**config.mk**
```make
export PLATFORM = sky130hd
export DESIGN_NAME = mesi_coherence_monitor_flat
export DESIGN_NICKNAME = d
export VERILOG_FILES = /design/src/rtl/mesi_coherence_monitor_if.sv /design/src/rtl/mesi_coherence_monitor.sv /design/src/flat_wrapper.sv
export SDC_FILE = /design/constraint.sdc
export NUM_CORES = 1
export LEC_CHECK = 0
export ABC_CLOCK_PERIOD_IN_PS = 4800
export CORE_MARGIN = 4
export CORE_UTILIZATION = 40
export CTS_CLUSTER_SIZE = 30
export DETAILED_ROUTE_END_ITERATION = 8
export GPL_TIMING_DRIVEN = 0
export PLACE_DENSITY = 0.61
export RECOVER_POWER = 100
export SLEW_MARGIN = 20
export SYNTH_ARGS = -nofsm -noshare
export SYNTH_HDL_FRONTEND = slang
export SYNTH_SLANG_ARGS = --single-unit
```
**constraint.sdc**
```tcl
create_clock -name clk -period 4.8 [get_ports clk]
set_input_delay 0.96 -clock clk [delete_from_list [all_inputs] [get_ports clk]]
set_output_delay 0.96 -clock clk [all_outputs]
set_load 0.005 [all_outputs]
```
**src/rtl/mesi_coherence_monitor_if.sv**
```systemverilog
// Monitored coherence bus: per-CPU cache line states plus main-bus command/ack.
// master drives the bus (cache/CPU models), slave observes it (the monitor).
interface mesi_coherence_monitor_if #(
    parameter int CPU_COUNT  = 4,
    parameter int LINE_COUNT = 10,
    parameter int STATE_W    = 4,
    parameter int CMD_W      = 3
);
    logic [CPU_COUNT*LINE_COUNT*STATE_W-1:0] cache_state;
    logic [CPU_COUNT*CMD_W-1:0]              mbus_cmd_array;
    logic [CPU_COUNT-1:0]                    mbus_ack_array;

    modport master (output cache_state, output mbus_cmd_array, output mbus_ack_array);
    modport slave  (input  cache_state, input  mbus_cmd_array, input  mbus_ack_array);
endinterface

```
**src/rtl/mesi_coherence_monitor.sv**
```systemverilog
// MESI checker: encoding, multi-owner, owner+sharer, transition and per-CPU ack-timeout checks.
// Errors on sample cycle N are reported (pulse/count/first-error capture) at cycle N+1; never stalls the bus.
module mesi_coherence_monitor #(
    parameter int                 CPU_COUNT  = 4,
    parameter int                 LINE_COUNT = 10,
    parameter int                 STATE_W    = 4,
    parameter logic [STATE_W-1:0] ST_M       = STATE_W'(4'b1001),
    parameter logic [STATE_W-1:0] ST_E       = STATE_W'(4'b0101),
    parameter logic [STATE_W-1:0] ST_S       = STATE_W'(4'b0011),
    parameter logic [STATE_W-1:0] ST_I       = STATE_W'(4'b0000),
    parameter int                 CMD_W      = 3,
    parameter int                 TIMEOUT    = 64,
    parameter int                 CNT_W      = 16
) (
    input  logic                          clk,
    input  logic                          rst,
    input  logic                          chk_en,
    input  logic                          err_clr,
    mesi_coherence_monitor_if.slave       bus,
    output logic                          err_pulse,
    output logic [2:0]                    err_code,
    output logic [$clog2(CPU_COUNT)-1:0]  err_cpu,
    output logic [$clog2(LINE_COUNT)-1:0] err_line,
    output logic                          err_sticky,
    output logic [CNT_W-1:0]              err_count
);
    localparam int CPU_W  = $clog2(CPU_COUNT);
    localparam int LINE_W = $clog2(LINE_COUNT);
    localparam int WD_W   = $clog2(TIMEOUT);
    localparam int ALL_W  = CPU_COUNT*LINE_COUNT*STATE_W;

    localparam logic [1:0] WD_IDLE  = 2'd0;
    localparam logic [1:0] WD_WAIT  = 2'd1;
    localparam logic [1:0] WD_STUCK = 2'd2;

    logic [ALL_W-1:0]                  shadow_q, shadow_d;
    logic                              prev_valid_q, prev_valid_d;
    logic [CPU_COUNT-1:0][1:0]         wd_st_q, wd_st_d;
    logic [CPU_COUNT-1:0][WD_W-1:0]    wd_cnt_q, wd_cnt_d;
    logic                              err_pulse_q, err_pulse_d;
    logic [2:0]                        err_code_q, err_code_d;
    logic [CPU_W-1:0]                  err_cpu_q, err_cpu_d;
    logic [LINE_W-1:0]                 err_line_q, err_line_d;
    logic                              err_sticky_q, err_sticky_d;
    logic [CNT_W-1:0]                  err_count_q, err_count_d;

    logic [CPU_COUNT-1:0]                         cmd_vld;
    logic [CPU_COUNT-1:0]                         tmo;
    logic [LINE_COUNT-1:0][CPU_COUNT-1:0]         own_m, shr_m;
    logic [3:0][LINE_COUNT-1:0][CPU_COUNT-1:0]    flg;
    logic                                         hit;
    logic [2:0]                                   hit_code;
    logic [CPU_W-1:0]                             hit_cpu;
    logic [LINE_W-1:0]                            hit_line;
    logic                                         rpt;

    for (genvar g = 0; g < CPU_COUNT; g++) begin : g_cmd
        assign cmd_vld[g] = |bus.mbus_cmd_array[g*CMD_W +: CMD_W];
    end

    always_comb begin
        wd_st_d  = wd_st_q;
        wd_cnt_d = wd_cnt_q;
        tmo      = '0;
        for (int c = 0; c < CPU_COUNT; c++) begin
            case (wd_st_q[c])
                WD_IDLE: if (cmd_vld[c] && !bus.mbus_ack_array[c]) begin
                    wd_st_d[c]  = WD_WAIT;
                    wd_cnt_d[c] = WD_W'(1);
                end
                WD_WAIT: if (bus.mbus_ack_array[c]) begin
                    wd_st_d[c] = WD_IDLE;
                end else if (wd_cnt_q[c] == WD_W'(TIMEOUT-1)) begin
                    // This cycle would make the count reach TIMEOUT.
                    tmo[c]     = 1'b1;
                    wd_st_d[c] = WD_STUCK;
                end else begin
                    wd_cnt_d[c] = wd_cnt_q[c] + WD_W'(1);
                end
                WD_STUCK: if (!cmd_vld[c] || bus.mbus_ack_array[c]) wd_st_d[c] = WD_IDLE;
                default: wd_st_d[c] = WD_IDLE;
            endcase
        end
    end

    always_comb begin
        own_m = '0;
        shr_m = '0;
        flg   = '0;
        for (int l = 0; l < LINE_COUNT; l++) begin
            for (int c = 0; c < CPU_COUNT; c++) begin
                logic [STATE_W-1:0] st, pv;
                st = bus.cache_state[(c*LINE_COUNT+l)*STATE_W +: STATE_W];
                pv = shadow_q[(c*LINE_COUNT+l)*STATE_W +: STATE_W];
                own_m[l][c]  = (st == ST_M) || (st == ST_E);
                shr_m[l][c]  = (st == ST_S);
                flg[0][l][c] = !((st == ST_M) || (st == ST_E) || (st == ST_S) || (st == ST_I));
                flg[3][l][c] = prev_valid_q && (st == ST_E) && ((pv == ST_M) || (pv == ST_S));
            end
            if ($countones(own_m[l]) > 1) flg[1][l] = own_m[l];
            // Owner+sharer blames every CPU holding a valid copy of the line.
            if (($countones(own_m[l]) == 1) && (|shr_m[l])) flg[2][l] = own_m[l] | shr_m[l];
        end
    end

    always_comb begin
        hit      = 1'b0;
        hit_code = 3'd0;
        hit_cpu  = '0;
        hit_line = '0;
        for (int c = CPU_COUNT-1; c >= 0; c--) begin
            if (tmo[c]) begin
                hit      = 1'b1;
                hit_code = 3'd5;
                hit_cpu  = CPU_W'(c);
                hit_line = '0;
            end
        end
        // Scan in reverse priority so the last match is the lowest code, line, cpu.
        for (int k = 3; k >= 0; k--) begin
            for (int l = LINE_COUNT-1; l >= 0; l--) begin
                for (int c = CPU_COUNT-1; c >= 0; c--) begin
                    if (flg[k][l][c]) begin
                        hit      = 1'b1;
                        hit_code = 3'(k+1);
                        hit_cpu  = CPU_W'(c);
                        hit_line = LINE_W'(l);
                    end
                end
            end
        end
    end

    always_comb begin
        shadow_d     = bus.cache_state;
        prev_valid_d = 1'b1;
        rpt          = chk_en && hit;
        err_pulse_d  = rpt;
        err_count_d  = err_count_q;
        err_sticky_d = err_sticky_q;
        err_code_d   = err_code_q;
        err_cpu_d    = err_cpu_q;
        err_line_d   = err_line_q;
        if (rpt && (err_count_q != {CNT_W{1'b1}})) err_count_d = err_count_q + CNT_W'(1);
        if (err_clr) begin
            err_sticky_d = 1'b0;
            err_code_d   = 3'd0;
            err_cpu_d    = '0;
            err_line_d   = '0;
        end
        if (rpt && (!err_sticky_q || err_clr)) begin
            err_sticky_d = 1'b1;
            err_code_d   = hit_code;
            err_cpu_d    = hit_cpu;
            err_line_d   = hit_line;
        end
    end

    always_ff @(posedge clk) begin
        if (rst) begin
            shadow_q     <= {(CPU_COUNT*LINE_COUNT){ST_I}};
            prev_valid_q <= 1'b0;
            wd_st_q      <= {CPU_COUNT{WD_IDLE}};
            wd_cnt_q     <= '0;
            err_pulse_q  <= 1'b0;
            err_code_q   <= 3'd0;
            err_cpu_q    <= '0;
            err_line_q   <= '0;
            err_sticky_q <= 1'b0;
            err_count_q  <= '0;
        end else begin
            shadow_q     <= shadow_d;
            prev_valid_q <= prev_valid_d;
            wd_st_q      <= wd_st_d;
            wd_cnt_q     <= wd_cnt_d;
            err_pulse_q  <= err_pulse_d;
            err_code_q   <= err_code_d;
            err_cpu_q    <= err_cpu_d;
            err_line_q   <= err_line_d;
            err_sticky_q <= err_sticky_d;
            err_count_q  <= err_count_d;
        end
    end

    assign err_pulse  = err_pulse_q;
    assign err_code   = err_code_q;
    assign err_cpu    = err_cpu_q;
    assign err_line   = err_line_q;
    assign err_sticky = err_sticky_q;
    assign err_count  = err_count_q;
endmodule
```
**src/flat_wrapper.sv**
```systemverilog
// flat-port wrapper written by rule: the top's interface ports become plain ports
module mesi_coherence_monitor_flat 
#(
    parameter int                 CPU_COUNT  = 4,
    parameter int                 LINE_COUNT = 10,
    parameter int                 STATE_W    = 4,
    parameter logic [STATE_W-1:0] ST_M       = STATE_W'(4'b1001),
    parameter logic [STATE_W-1:0] ST_E       = STATE_W'(4'b0101),
    parameter logic [STATE_W-1:0] ST_S       = STATE_W'(4'b0011),
    parameter logic [STATE_W-1:0] ST_I       = STATE_W'(4'b0000),
    parameter int                 CMD_W      = 3,
    parameter int                 TIMEOUT    = 64,
    parameter int                 CNT_W      = 16
)
  (clk, rst, chk_en, err_clr, err_pulse, err_code, err_cpu, err_line, err_sticky, err_count, bus_cache_state, bus_mbus_cmd_array, bus_mbus_ack_array);
  mesi_coherence_monitor_if #(.CPU_COUNT(CPU_COUNT), .LINE_COUNT(LINE_COUNT), .STATE_W(STATE_W), .CMD_W(CMD_W)) bus_i ();
  input  logic clk;
  input  logic rst;
  input  logic chk_en;
  input  logic err_clr;
  output logic err_pulse;
  output logic [2:0] err_code;
  output logic [$clog2(CPU_COUNT)-1:0] err_cpu;
  output logic [$clog2(LINE_COUNT)-1:0] err_line;
  output logic err_sticky;
  output logic [CNT_W-1:0] err_count;
  input wire logic [$bits(bus_i.cache_state)-1:0] bus_cache_state;
  input wire logic [$bits(bus_i.mbus_cmd_array)-1:0] bus_mbus_cmd_array;
  input wire logic [$bits(bus_i.mbus_ack_array)-1:0] bus_mbus_ack_array;
  assign bus_i.cache_state = bus_cache_state;
  assign bus_i.mbus_cmd_array = bus_mbus_cmd_array;
  assign bus_i.mbus_ack_array = bus_mbus_ack_array;
  mesi_coherence_monitor #(.CPU_COUNT(CPU_COUNT), .LINE_COUNT(LINE_COUNT), .STATE_W(STATE_W), .ST_M(ST_M), .ST_E(ST_E), .ST_S(ST_S), .ST_I(ST_I), .CMD_W(CMD_W), .TIMEOUT(TIMEOUT), .CNT_W(CNT_W)) u_core (.clk(clk), .rst(rst), .chk_en(chk_en), .err_clr(err_clr), .bus(bus_i), .err_pulse(err_pulse), .err_code(err_code), .err_cpu(err_cpu), .err_line(err_line), .err_sticky(err_sticky), .err_count(err_count));
endmodule
```
-- Word level (Yosys, flattened, before mapping)
Index checks and enable logic that the tools add are counted.
- bits in registers: 220
- input port bits: 180
- output and inout port bits: 27
- $add $sub $neg: 35
- $lt $le $gt $ge: 10
- equal/unequal tests: 243
- mux-type cells: 729
- bitwise operators: 10
- reduce and logical (&&, ||, !) cells: 342
- operator list (operator ; count):
    $mux 4 ; 182
    $mux 3 ; 166
    $mux 2 ; 182
    $add 32x32->32 ; 10
    $eq 32x2->1 const B ; 10
    $eq 4x2->1 const B ; 80
    $eq 4x4->1 const B ; 80
    $gt 32x2->1 const B ; 10
    $mux 1 ; 179
    $logic_or 1x1->1 ; 165
    $eq 4x3->1 const B ; 40
    $logic_not 4->1 ; 40
    $logic_and 1x1->1 ; 97
    $mux 6 ; 12
    $pmux 6 s2 ; 4
    $add 1x1->2 ; 20
    $or 4x4->4 ; 10
    $reduce_or 4->1 ; 10
    $add 6x1->6 const B ; 4
    $eq 6x6->1 const B ; 4
    $pmux 2 s3 ; 4
    $add 16x1->16 const B ; 1
    $ne 16x16->1 const B ; 1
    $ne 2x1->1 const B ; 8
    10 further kinds ; 50

-- Longest topological paths before layout
- depth after elaboration: 171
- mapped depth: 19
- mapped depth without buffers: 17

-- Least setup slack after synthesis
No wires, ideal clock.
- path type: in2reg
- from: input port bus_cache_state[86]
- to: register u_core.err_count_q[7] (netlist: u_core.err_count[7])
- setup time: 0.128 ns
- arrival time: 4.265 ns
- data required time: 4.672 ns
- slack: 0.407 ns
- stages: 18
- path buffers: 2
- cells stage by stage: xnor2_1 -> nor3b_1 -> ha_1 -> ha_1 -> inv_1 -> fa_1 -> and3_1 -> o41ai_4 -> nand4_4 -> nor4b_4 -> nand4_2 -> o41ai_4 -> or2_1 -> buf_4 -> buf_6 -> nor3_1 -> xnor2_1 -> nor2_1
- cells in the longest elaborated chain, start to end: 132
- elaborated cells on any way between the ends: 147
- RTL lines (item ; line ; text):
    from (decl) ; flat_wrapper.sv:27 ; input wire logic [$bits(bus_i.cache_state)-1:0] bus_cache_state;
    $eq 4x3->1 ; mesi_coherence_monitor.sv:95, mesi_coherence_monitor.sv:97, mesi_coherence_monitor.sv:98 ;
    $logic_and 1x1->1 (2 in a row) ; mesi_coherence_monitor.sv:98 ; flg[3][l][c] = prev_valid_q && (st == ST_E) && ((pv == ST_M) || (pv == ST_S));
    $mux 1 (120 in a row) ; mesi_coherence_monitor.sv:123 ; if (flg[k][l][c]) begin
    $mux 1 * (7 in a row) ; mesi_coherence_monitor.sv:123 ;
    $logic_and 1x1->1 * ; mesi_coherence_monitor.sv:137 ; rpt = chk_en && hit;
    $logic_and 1x1->1 * ; mesi_coherence_monitor.sv:144 ; if (rpt && (err_count_q != {CNT_W{1'b1}})) err_count_d = err_count_q + CNT_W'(1);
    to (signal assigned) ; mesi_coherence_monitor.sv:181 ; err_count_q <= err_count_d;
    to (decl) ; mesi_coherence_monitor.sv:45 ; logic [CNT_W-1:0] err_count_q, err_count_d;
Mark *: on every way between the ends. The rest lies on a longest branch, timed or not.
A chain may end at the register's enable or synchronous reset.

-- Worst setup path after layout
- from: input port bus_cache_state[100]
- to: register u_core.err_count_q[11] (netlist: u_core.err_count[11])
- cells in the longest elaborated chain, start to end: 148
- elaborated cells on any way between the ends: 163
- RTL lines (item ; line):
    $eq 4x3->1 ; mesi_coherence_monitor.sv:95, mesi_coherence_monitor.sv:97, mesi_coherence_monitor.sv:98
    $logic_and 1x1->1 (2 in a row) ; mesi_coherence_monitor.sv:98
    $mux 1 (120 in a row) ; mesi_coherence_monitor.sv:123
    $mux 1 * (23 in a row) ; mesi_coherence_monitor.sv:123
    $logic_and 1x1->1 * ; mesi_coherence_monitor.sv:137
    $logic_and 1x1->1 * ; mesi_coherence_monitor.sv:144
Marked as above.

==> summary.txt <==
Global routing
  • GRT Total Usage: between 20% and 30%
  • Vias in the first global route: approximately 13k
  • GR met1 Demand/Resource: between 30 and 40%
  • Largest net degree at the start of global routing: 14
  • Met3 Use GR: slightly above 4%
  • GR Util met2: between 30 and 40%
  • First-pass GRT wire length: 71400 µm
  • Grt total ovfl: 0
  • Most Crowded Layer GR: met2
  • Initial antenna violation count: 1

Critical path
  • CP arrival: 5.04 ns
  • Buf/Inv on CP: 3
  • Crit path launch: bus_cache_state[100]
  • Critical-path maximum fanout: 7
  • Worst EP required: roughly 5.2 ns
  • Slowest cell on the critical path: clkdlybuf4s50_1
  • Worst R2R Setup Slack: 0.73 ns
  • FF-to-FF Start: u_core.prev_valid_q
  • Crit Path Class: in -> reg
  • Worst setup SP type: primary input
  • CP Capture Type: register
  • Worst path cell trace: clkdlybuf4s50_1 > nor2b_4 > and2_4 > ha_1 > ha_1 > fa_1 > nor3b_1 > o41ai_4 > nand4_2 > nor4b_4 > nand4_2 > o41ai_4 > buf_4 > or2_1 > buf_4 > nor4_1 > xnor2_1 > nor2_1
  • Worst path max stage delay: around 0.55 ns
  • Top delay family on crit path: simple AND/OR/NAND/NOR gates

Timing
  • Achievable clock frequency: about 0.22 GHz
  • Final setup TNS: 0 ns
  • Final period util: 96.8%
  • Fin crit period: around 4.6 ns
  • Least-Margin Pin Slew: approximately 1.1 ns
  • Final WS setup: roughly 0.15 ns
  • Final setup vio count: 0
  • Skew final: approximately 0.017 ns
  • Final hold violation count: 0
  • Final hold slack: between 0.4 and 0.5 ns
  • Relative slew slack: roughly a quarter
  • Max-slew violations: 0

Finish
  • Fin cells: 2328
  • Leading cell type in the layout, fill and taps excluded: dfxtp_1
  • Most frequent cells in the layout: dfxtp_1, nor2b_1, nor2_1
  • Layout cells sized above 1: 9.84%
  • Synth-to-Final Area Change: 28.9%
  • Fillers: around 3.3k
  • Final net count: 2086
  • ANT cells: 0

Die
  • Core Footprint: roughly 34000 µm²
  • Starting Density: 41.0%
  • IO Pins: 207
  • Die Wd: ~200 µm
  • Num rows: between 60 and 70
  • Die Y: about 190 µm
  • Die area: approximately 38000 µm²

Synth
  • Synth cell types: 90
  • Area share of fa/ha/maj cells after synthesis: 4.60%
  • Synth top area cells: dfxtp_1, nor2b_1, xor2_1
  • Sequential-to-total area share from yosys stat: a little under a third
  • Post-synth ARST share: 0%
  • Fraction of synthesized area in multiplexers: less than 1%
  • Synth Area in Simple Gates: between 30% and 40%
  • Post-Syn Nets: between 1.5k and 2k
  • Compound-Gate Fraction of Synth Area: a little under a fifth
  • Post-Syn Instances: between 1.5k and 2k
  • Area leader, netlist: dfxtp_1
  • Largest family of logic cells by synthesized area: simple AND/OR/NAND/NOR gates
  • Mean Syn Cell Area: about 8.5 µm²
  • Yosys warnings: 0
  • Share of the synthesized area in the top cell type: between 30% and 40%
  • Cell Area, Synth: roughly 14000 µm²
  • Top FF cell, synth: dfxtp_1
  • Number of flops mapped to enable cells by yosys: 0
  • Xor/xnor share of the synthesized area: 7.20%
  • Register bit total from synthesis: between 200 and 250

Place
  • Dpl cells: about 2.3k
  • Port bufs: around 200
  • Placer Congestion: about 0.94
  • Pre-CTS WS: -1.12 ns
  • HPWL Detailed: approximately 37000 µm

Clock tree
  • CTS Buffer Depth: 3
  • Reg clk slew, reported paths: 0.06 ns
  • H-tree levels: 1
  • CTS Buf Count: 26
  • Clock Root Buffer: clkbuf_16
  • TritonCTS clock tree: yes
  • Later-pin clock latency in the skew report: ~0.55 ns
  • Sink Count: 220

Power and ir drop
  • Cell Pwr Density: about 280 nW/µm²
  • VDD IR max: approximately 0.24 mV
  • Total power: approximately 0.0049 W
  • Leakage Power: 7.58 nW

Outcome
  • Outcome: completed

Drt
  • Vias/cell: 5.77
  • DRC: 0
  • Drt initial violations: 1086
  • Final WL: around 48000 µm
  • Initial DRT Pass Iterations: 5
  • Vias: about 13k
  • Avg WL per Cell: 20.4 µm
  • Antenna viol nets, final: 0

Min path
  • Worst min path class: reg -> reg
  • Worst hold path startpoint: u_core.err_line[3]

Job
  • Max Cap Violations: 0
-- where the power goes --
| part | leakage [nW] | switching [W] | total (W) | internal, W |
|---|---|---|---|---|
| Combinational | 5.32 | 0.000549 | 0.000984 | 0.000435 |
| Sequential | 1.82 | 0.0000337 | 0.00194 | 0.00191 |
| Clock | 0.439 | 0.000810 | 0.00200 | 0.00119 |
| Total | 7.58 | 0.00139 | 0.00492 | 0.00353 |
-- worst min-delay path, delay by kind of cell, from the launching register on --
kind            cells  cell delay, ns
flops               1            0.30
simple gates        1            0.06
compound gates      1            0.05
-- kinds of logic (layout without fill, tap and decap cells) --
| family | Yosys count | count (layout) |
|---|---|---|
| buffers and inverters | 92 | 347 |
| adder cells (fa/ha/maj) | 45 | 45 |
| AND/OR/NAND/NOR | 807 | 807 |
| flip-flops | 220 | 220 |
| AO/OA/AOI/OAI | 346 | 346 |
| multiplexers | 1 | 1 |
| XOR/XNOR | 114 | 114 |
-- timing repair --
action                     CTS  global route
pin swaps                   10            11
setup endpoints to repair   25            25
setup buffers                7             9
cloned                       0             0
hold endpoints to repair     0             0
gates resized for setup     34           125
hold buffers                 0             0
-- final timing paths --
kind                          endpoint  cells after the start
setup / recovery  u_core.err_count[11]                     18
hold / removal      u_core.err_line[3]                      2
setup reg to reg  u_core.err_count[11]                     13
hold reg to reg     u_core.err_line[3]                      2
-- sequential cells by signal, summed over array words and instances, names as in the netlist --
signal               cells
u_core.err_code          3
u_core.err_count        16
u_core.err_cpu           2
u_core.err_line          4
u_core.err_pulse         1
u_core.err_sticky        1
u_core.prev_valid_q      1
u_core.shadow_q        160
u_core.wd_cnt_q         24
u_core.wd_st_q           8
-- per-stage QoR --
step | utilization (%) | area, µm²
floorplan | - | 13900
global placement | 48.5 | 16400
detailed placement | 48.5 | 16400
CTS | 51.3 | 17400
global route | 52.8 | 17900
finish | 52.8 | 17900
-- layer usage --
metal / wire length, µm / part of all wire (%)
met5: 0 / 0
met4: 995 / 2.1
met3: 3380 / 7.1
met2: 21300 / 45
met1: 21900 / 46
-- cells in the mapped netlist (16+ instances only) --
cell type  instances
nand4b_1          18
nand4_1           34
nand2_1           81
ha_1              35
inv_1             46
clkbuf_1          36
nor3_1            42
nor2_1           125
or2_2             16
nand2b_1          26
o21ai_0           78
xor2_1            77
nor2b_1          190
nor4bb_1          27
or4_1             30
a21oi_1           68
nand3_1           48
dfxtp_1          220
nor4_1            36
xnor2_1           37
o211ai_1          46
-- cell type report --
cell class,instances,area [µm²],share of cell area (%)
plain buffers,37,159,0.889
clock buffers,33,737,4.12
clock inverters,14,134,0.749
inverters,48,180,1.01
multi-input cells,1313,9410,52.7
flip-flops and latches,220,4400,24.6
well taps,448,561,3.14
repair buffers,215,2290,12.8
Power figures use the tool's default switching activity.
